`src/rtl/fifo_stream_reader_if.sv`:
```
// rtl/fifo_stream_reader_if.sv - FIFO pop side and output stream bundle for fifo_stream_reader
interface fifo_stream_reader_if #(
    parameter int G_WIDTH = 8,
    parameter int G_CNT_W = 16
);
    logic               i_flush;
    logic               o_fifo_rd;
    logic [G_WIDTH-1:0] i_fifo_data;
    logic               i_fifo_empty;
    logic               o_valid;
    logic [G_WIDTH-1:0] o_data;
    logic               i_ready;
    logic [G_CNT_W-1:0] o_count;
    logic               o_underflow;

    modport master (
        input  i_flush, i_fifo_data, i_fifo_empty, i_ready,
        output o_fifo_rd, o_valid, o_data, o_count, o_underflow
    );

    modport slave (
        output i_flush, i_fifo_data, i_fifo_empty, i_ready,
        input  o_fifo_rd, o_valid, o_data, o_count, o_underflow
    );
endinterface

```
`src/rtl/fifo_stream_reader.sv`:
```
// rtl/fifo_stream_reader.sv - FIFO read-side consumer with 2-entry prefetch/skid buffer
module fifo_stream_reader #(
    parameter int G_WIDTH = 8,
    parameter int G_CNT_W = 16
) (
    input  logic                  i_clk,
    input  logic                  i_rst_n,
    fifo_stream_reader_if.master  bus
);
    typedef enum logic [1:0] {
        S_EMPTY = 2'd0,
        S_ONE   = 2'd1,
        S_TWO   = 2'd2
    } state_t;

    state_t             state_q, state_d;
    logic [G_WIDTH-1:0] out_q, out_d;
    logic [G_WIDTH-1:0] skid_q, skid_d;
    logic               inflight_q;
    logic [G_CNT_W-1:0] count_q, count_d;
    logic               underflow_q, underflow_d;

    logic               pop;
    logic               ret;
    logic               rd;
    logic [1:0]         occ;
    logic [1:0]         committed;

    always_ff @(posedge i_clk or negedge i_rst_n) begin
        if (!i_rst_n) begin
            state_q     <= S_EMPTY;
            out_q       <= '0;
            skid_q      <= '0;
            inflight_q  <= 1'b0;
            count_q     <= '0;
            underflow_q <= 1'b0;
        end else begin
            state_q     <= state_d;
            out_q       <= out_d;
            skid_q      <= skid_d;
            inflight_q  <= rd;
            count_q     <= count_d;
            underflow_q <= underflow_d;
        end
    end

    always_comb begin
        state_d     = state_q;
        out_d       = out_q;
        skid_d      = skid_q;
        occ         = 2'd0;
        pop         = (state_q != S_EMPTY) && bus.i_ready;
        ret         = inflight_q && !bus.i_flush;

        case (state_q)
            S_ONE:   occ = 2'd1;
            S_TWO:   occ = 2'd2;
            default: occ = 2'd0;
        endcase

        // Words already owned by this block once this clk's pop leaves; never exceeds buffer depth.
        committed   = occ + {1'b0, inflight_q} - {1'b0, pop};
        rd          = i_rst_n && !bus.i_flush && !bus.i_fifo_empty && (committed < 2'd2);

        count_d     = count_q + {{(G_CNT_W-1){1'b0}}, pop};
        underflow_d = underflow_q | (rd & bus.i_fifo_empty);

        if (bus.i_flush) begin
            state_d = S_EMPTY;
        end else begin
            case (state_q)
                S_EMPTY: begin
                    if (ret) begin
                        out_d   = bus.i_fifo_data;
                        state_d = S_ONE;
                    end
                end
                S_ONE: begin
                    if (ret && !pop) begin
                        skid_d  = bus.i_fifo_data;
                        state_d = S_TWO;
                    end else if (ret && pop) begin
                        out_d   = bus.i_fifo_data;
                    end else if (pop) begin
                        state_d = S_EMPTY;
                    end
                end
                S_TWO: begin
                    if (pop) begin
                        out_d   = skid_q;
                        state_d = S_ONE;
                    end
                end
                default: state_d = S_EMPTY;
            endcase
        end
    end

    assign bus.o_fifo_rd   = rd;
    assign bus.o_valid     = (state_q != S_EMPTY);
    assign bus.o_data      = out_q;
    assign bus.o_count     = count_q;
    assign bus.o_underflow = underflow_q;
endmodule
```
`src/flat_wrapper.sv`:
```
// flat-port wrapper written by rule: the top's interface ports become plain ports
module fifo_stream_reader_flat 
#(
    parameter int G_WIDTH = 8,
    parameter int G_CNT_W = 16
)
  (i_clk, i_rst_n, bus_i_flush, bus_i_fifo_data, bus_i_fifo_empty, bus_i_ready, bus_o_fifo_rd, bus_o_valid, bus_o_data, bus_o_count, bus_o_underflow);
  fifo_stream_reader_if #(.G_WIDTH(G_WIDTH), .G_CNT_W(G_CNT_W)) bus_i ();
  input  logic i_clk;
  input  logic i_rst_n;
  input wire logic [$bits(bus_i.i_flush)-1:0] bus_i_flush;
  input wire logic [$bits(bus_i.i_fifo_data)-1:0] bus_i_fifo_data;
  input wire logic [$bits(bus_i.i_fifo_empty)-1:0] bus_i_fifo_empty;
  input wire logic [$bits(bus_i.i_ready)-1:0] bus_i_ready;
  output wire logic [$bits(bus_i.o_fifo_rd)-1:0] bus_o_fifo_rd;
  output wire logic [$bits(bus_i.o_valid)-1:0] bus_o_valid;
  output wire logic [$bits(bus_i.o_data)-1:0] bus_o_data;
  output wire logic [$bits(bus_i.o_count)-1:0] bus_o_count;
  output wire logic [$bits(bus_i.o_underflow)-1:0] bus_o_underflow;
  assign bus_i.i_flush = bus_i_flush;
  assign bus_i.i_fifo_data = bus_i_fifo_data;
  assign bus_i.i_fifo_empty = bus_i_fifo_empty;
  assign bus_i.i_ready = bus_i_ready;
  assign bus_o_fifo_rd = bus_i.o_fifo_rd;
  assign bus_o_valid = bus_i.o_valid;
  assign bus_o_data = bus_i.o_data;
  assign bus_o_count = bus_i.o_count;
  assign bus_o_underflow = bus_i.o_underflow;
  fifo_stream_reader #(.G_WIDTH(G_WIDTH), .G_CNT_W(G_CNT_W)) u_core (.i_clk(i_clk), .i_rst_n(i_rst_n), .bus(bus_i));
endmodule
```
`config.mk`:
```
export PLATFORM = sky130hd
export DESIGN_NAME = fifo_stream_reader_flat
export DESIGN_NICKNAME = d
export VERILOG_FILES = /design/src/rtl/fifo_stream_reader_if.sv /design/src/rtl/fifo_stream_reader.sv /design/src/flat_wrapper.sv
export SDC_FILE = /design/constraint.sdc
export NUM_CORES = 1
export LEC_CHECK = 0
export CORE_ASPECT_RATIO = 1.5
export CORE_MARGIN = 10
export CORE_UTILIZATION = 40
export CTS_CLUSTER_SIZE = 28
export DETAILED_ROUTE_END_ITERATION = 10
export PLACE_DENSITY = 0.67
export REMOVE_ABC_BUFFERS = 1
export SLEW_MARGIN = 20
export SYNTH_ARGS = -nofsm -noshare
export SYNTH_HDL_FRONTEND = slang
export SYNTH_SLANG_ARGS = --single-unit
```
`constraint.sdc`:
```
create_clock -name i_clk -period 1.9 [get_ports i_clk]
set_input_delay 0.19 -clock i_clk [delete_from_list [all_inputs] [get_ports i_clk]]
set_output_delay 0.19 -clock i_clk [all_outputs]
set_load 0.01 [all_outputs]
```
==> results.yml, run 1 <==
critical_path:
  crit_fanout: 2
  start_kind: "register"
  cp.arrival_ps: 1950
  crit_path_cell_trace: "o21ai_2 -> inv_1 -> ha_1 -> nor2_2 -> a21boi_2 -> xnor2_2 -> nor4b_2 -> buf_2"
  slowest_delay_ps: 390
  required_ps: 1710
  timing_worst_setup_path_type: "reg2out"
  rrSetupSlack_ps: -10
  slowest_stage: "dfrtp_1"
  endpoint_kind: "output port"
final_layout:
  fin_area_mm2: 0.00231
  drive_gt1_frac: 0.341
  multi_input_area_um2: 739
  final_common_cell: "clkdlybuf4s50_1"
  final_util: 0.583
  num-nets-final: 196
  area_growth_pct: 41.4
  final_cell_mix: "clkdlybuf4s50_1 (37), dfrtp_1 (36), mux2_2 (24)"
  n_antenna_cell: 0
  fill_cells: 339
  seq_area_um2: 901
clocking:
  cts_tree: "built"
  postCtsHoldBufs: 0
  insertion_delay_ps: 290
  root_buffer: "clkbuf_8"
  cts_max_level: 2
  numCtsBuffers: 5
  clkTransAtPathRegs_ps: 70
  cts_buffer_depth: 2
  cts_sinks: 36
die:
  coreArea_mm2: 0.00396
  start_util: 0.412
  die_y_um: 98.2
  ios: 40
  design.die.area_mm2: 0.00709
  placementRows: 28
  die_w_um: 72.1
run_status:
  status: "finished with violations"
  violations: "setup timing"
placement:
  dp_hpwl_mm: 2.73
  placed_area_mm2: 0.00217
  gp_congestion: 0.798
  port_buffers: 39
logic_synthesis:
  synthMuxAreaShare: 0.166
  synth_top_family_by_area: "multiplexers"
  yosysWarnings: 0
  synth-seq-area-share: 0.552
  synth_simple_gate_area_frac: 0.124
  syn-cell-area_mm2: 0.00163
  synth_compound_area_frac: 0.0383
  synthXorXnorAreaFrac: 0.0859
  syn_area_per_cell_um2: 13.3
  synthAdderAreaFrac: 0.0153
  ys_ff_latch: 36
  ys_types: 27
  netlist_instances: 123
sta:
  clock.fmax_mhz: 467
  setup-violations-final: 2
  period_share: 1.13
  tightestPinTransition_ps: 462
  hold_slack_ps: 378
  slew_violations: 0
  hold_viol: 0
  finalSetupTns_ps: -247
  postLayoutSetupSlackWorst_ps: -242
  rsz0062_at_grt: "true"
  min_period_ps: 2140
  skew_ps: 4.39
  relSlewSlack: 0.692
flow_run:
  cap_violations: 0
power_and_ir_drop:
  p_comb_frac: 0.232
  p_clk_frac: 0.280
  powerDensity_mw_per_mm2: 855
  p_switching_uw: 518
  totalPowerFinal_uw: 1970
  p_seq_frac: 0.489
  p_int_uw: 1450
  swShare: 0.262
  peakVddDrop_mv: 0.677
  leakage_uw: 0.00105
detailed_routing:
  vias: 1129
  routed_wl_mm: 3.64
  vias_per_cell: 4.97
  first_pass_iters: 4
  drc: 0
  antenna_left: 0
  drtIter0Drc: 48
  routedWlPerCell_um: 16.0
grt:
  overflow: 0
  grt_use_total: 0.104
  antenna_found_initial: 0
  grt_pass1_wl_mm: 5.86
  grt_start_max_net_pins: 37
  grt_pass1_vias: 1242
hold_path:
  hold_class: "in2async"
what timing repair did:
action	CTS	global route
setup buffers	0	2
hold endpoints to repair	0	0
resized for setup	4	9
endpoints found under the setup margin	1	5
pin swaps	1	6
critical path: cells and delay by family, from the launching register on:
kind / cells / cell delay, ps
adders and majority gates: 1 / 280
AOI/OAI and AO/OA: 2 / 240
buffers and inverters: 2 / 240
xor gates and xnor gates: 1 / 140
DFF: 1 / 390
and+or+nand+nor: 2 / 390
sequential cells by signal, summed over array words and instances (netlist names):
name and count:
u_core.bus.o_count 16, u_core.skid_q 8, u_core.bus.o_underflow 1, u_core.state_q 2, u_core.bus.o_data 8, u_core.inflight_q 1
cells in the mapped netlist:
cell,count,area share
a21oi_1,1,0.0031
a21o_2,1,0.0054
mux2_2,24,0.17
and4_1,1,0.0054
a21boi_1,1,0.0046
ha_1,2,0.015
nand2b_1,2,0.0077
nand4_1,2,0.0077
buf_6,1,0.0069
nand2b_4,1,0.0084
or2_2,1,0.0038
o21bai_4,1,0.012
dfrtp_1,36,0.55
a21oi_2,1,0.0054
o21ai_0,1,0.0031
inv_1,4,0.0092
nor3_4,1,0.010
nand3_1,7,0.021
nor4_4,1,0.013
nor4b_2,1,0.0092
xnor2_1,13,0.070
o21ai_2,1,0.0054
and3_1,2,0.0077
nand2_1,6,0.014
clkbuf_1,1,0.0023
xor2_1,3,0.016
nor2_1,7,0.016
area by class of cell:
class | instances | share of cell area
clock buffer | 8 | 0.0390
sequential | 36 | 0.390
multi-input combinational | 81 | 0.320
tap | 45 | 0.0244
inverter | 4 | 0.00651
timing repair buffer | 53 | 0.219
kinds of logic after synthesis:
group | after synthesis
flops | 36
simple gates | 32
mux | 24
xor+xnor | 16
compound gates | 7
buf+inv | 6
fa+ha+maj | 2
final timing paths:
path | start | to | cells past startpoint
min | i_rst_n | u_core.bus.o_count[8]$_DFF_PN0_ | 2
min in group i_clk | u_core.bus.o_underflow$_DFF_PN0_ | u_core.bus.o_underflow$_DFF_PN0_ | 0
max | u_core.state_q[1]$_DFFE_PN0P_ | bus_o_fifo_rd | 8
min reg2reg | u_core.bus.o_underflow$_DFF_PN0_ | u_core.bus.o_underflow$_DFF_PN0_ | 0
max reg2reg | u_core.state_q[1]$_DFFE_PN0P_ | u_core.bus.o_count[12]$_DFF_PN0_ | 10
max in group asynchronous | i_rst_n | u_core.skid_q[1]$_DFFE_PN0P_ | 2
power by group through the flow:
stage / Clock, µW / Combinational (µW) / Sequential [µW]
4_1_cts: 570 / 461 / 960
3_3_place_gp: 0 / 450 / 967
5_1_grt: 602 / 496 / 979
6_report: 552 / 457 / 963
2_1_floorplan: 0 / 131 / 1010
3_5_place_dp: 0 / 460 / 973
metrics by stage:
step                      std cells  worst slack [ps]
after floorplan                 121              39.3
after global placement          217              -433
after detailed placement        217              -522
after CTS                       225              -246
after global routing            227              -352
final                           227              -242
metal layers:
layer | vias up | global-route usage | wire length [µm]
met5 | - | 0 | 0
li1 | 536 | - | -
met4 | 0 | 0.0448 | 53
met2 | 36 | 0.177 | 1920
met3 | 7 | 0.0547 | 332
met1 | 550 | 0.100 | 1340
(Power assumes the default switching activity.)
==> run 2: changes to the inputs <==
Settings changed: CORE_MARGIN 10 to 2.
==> run 2 against run 1 <==
Compared with the run above:
- the flow still finishes with violations (setup timing)
- flip-flop and latch count stayed put
- clock power down 3%
- global-route usage grew 4.8 points
- critical endpoint unchanged
- sequential share of layout area grew 0.76 points
==> results.yml, run 2 (synthesized netlist as in run 1, its figures left out) <==
hold_path:
  hold_class: "reg2reg"
die:
  placementRows: 28
  start_util: 0.416
  die_y_um: 82.2
  die_w_um: 56.1
  design.die.area_mm2: 0.00462
  coreArea_mm2: 0.00392
  ios: 40
grt:
  grt_use_total: 0.151
  antenna_found_initial: 0
  grt_pass1_wl_mm: 5.38
  grt_pass1_vias: 1263
  overflow: 0
  grt_start_max_net_pins: 37
run_status:
  status: "finished with violations"
  violations: "setup timing"
final_layout:
  area_growth_pct: 38.7
  final_util: 0.577
  n_antenna_cell: 0
  largest_register_ffs: 16
  final_common_cell: "clkdlybuf4s50_1"
  drive_gt1_frac: 0.304
  final_cell_mix: "clkdlybuf4s50_1 (37), dfrtp_1 (36), mux2_2 (24)"
  fill_cells: 344
  num-nets-final: 195
placement:
  port_buffers: 39
  dp_hpwl_mm: 2.37
  preCtsSetupSlack_ps: -476
  gp_congestion: 0.718
detailed_routing:
  drtIter0Drc: 32
  routedWlPerCell_um: 13.6
  vias_per_cell: 4.97
  top_layer: "met4"
  first_pass_iters: 3
  antenna_left: 0
  met1Wirelength_mm: 1.22
  drc: 0
  vias: 1123
  routed_wl_mm: 3.07
  met3_length_um: 149
  dr_wl_met2_mm: 1.67
critical_path:
  slowest_stage: "dfrtp_1"
  cp.arrival_ps: 1890
  crit_path_cell_trace: "o21ai_2 -> inv_1 -> ha_1 -> nor2_1 -> a21boi_1 -> xnor2_1 -> nor4b_2 -> buf_2"
  slowest_delay_ps: 400
  cp_top_family: "flip-flops"
  crit_fanout: 2
  endpoint_kind: "output port"
  required_ps: 1710
  crit_buf_inv: 2
  rrSetupSlack_ps: 90
  start_kind: "register"
  timing_worst_setup_path_type: "reg2out"
power_and_ir_drop:
  peakVddDrop_mv: 0.646
  powerDensity_mw_per_mm2: 858
  leakage_uw: 0.00101
clocking:
  cts_setup_buffers: 0
  cts_max_level: 2
  root_buffer: "clkbuf_8"
  clkTransAtPathRegs_ps: 70
  insertion_delay_ps: 280
  cts_tree: "built"
  numCtsBuffers: 5
  cts_buffer_depth: 2
  cts_sinks: 36
sta:
  skew_ps: 4.59
  clock.fmax_mhz: 481
  slew_violations: 0
  hold_viol: 0
  hold_slack_ps: 375
  setup-violations-final: 1
  tightestPinTransition_ps: 456
  relSlewSlack: 0.696
  rsz0062_at_grt: "true"
  postLayoutSetupSlackWorst_ps: -180
  period_share: 1.09
  min_period_ps: 2080
  finalSetupTns_ps: -180
flow_run:
  cap_violations: 0
-- run 2: cell types whose count changed in the layout (fill, tap and decap cells not counted), sizes merged --
cell / previous run / this run
buf: 15 / 14
dlygate4sd3: 0 / 1
dlymetal6s2s: 1 / 0
-- run 2: worst register-to-register path: stages (launching register included) --
cell and delay [ps]:
dfrtp_1 400, buf_4 160, or2_2 300, and3_1 190
ha_2 180, nand3_2 80, nor2_1 50, buf_4 140
nand3_1 100, xnor2_1 130
-- run 2: where the power goes --
group	switching (µW)	leakage (µW)	internal, µW
registers	83.2	0.000474	876
clock network	242	0.0000455	295
logic	165	0.000490	280
-- run 2: cell type report --
class                      instances  area [µm²]  area share
clock buffer                       8        90.1      0.0398
tap                               45        56.3      0.0249
timing repair buffer              52         493       0.218
multi-input combinational         81         708       0.313
inverter                           4        15.0     0.00663
sequential                        36         901       0.398
-- run 2: through the flow --
| stage | instance area, µm² | std cells | power [µW] |
|---|---|---|---|
| floorplan | 1620 | 121 | 1140 |
| finish | 2260 | 226 | 1940 |
| global placement | 2160 | 217 | 1400 |
| detailed placement | 2160 | 217 | 1420 |
| global route | 2260 | 226 | 2050 |
| CTS | 2260 | 226 | 1980 |
-- run 2: worst paths after layout --
check | from | end | cells after the start
min in group asynchronous | i_rst_n | u_core.bus.o_count[8]$_DFF_PN0_ | 3
max reg2reg | u_core.state_q[0]$_DFFE_PN0P_ | u_core.bus.o_count[12]$_DFF_PN0_ | 9
min reg2reg | u_core.bus.o_underflow$_DFF_PN0_ | u_core.bus.o_underflow$_DFF_PN0_ | 0
max | u_core.state_q[0]$_DFFE_PN0P_ | bus_o_fifo_rd | 8
max in group asynchronous | i_rst_n | u_core.bus.o_count[15]$_DFF_PN0_ | 3
min | u_core.bus.o_underflow$_DFF_PN0_ | u_core.bus.o_underflow$_DFF_PN0_ | 0
-- run 2: repair_timing --
item / in CTS / in global routing
hold buffers: 1 / 0
endpoints found under the hold margin: 36 / 0
gates resized for setup: 4 / 2
gates cloned: 0 / 0
setup endpoints to repair: 1 / 4
-- run 2: metal layers --
metal  up-vias  GRT usage
met1       545      0.154
met3         5     0.0389
met5         -          0
met4         0     0.0571
li1        538          -
met2        35      0.295
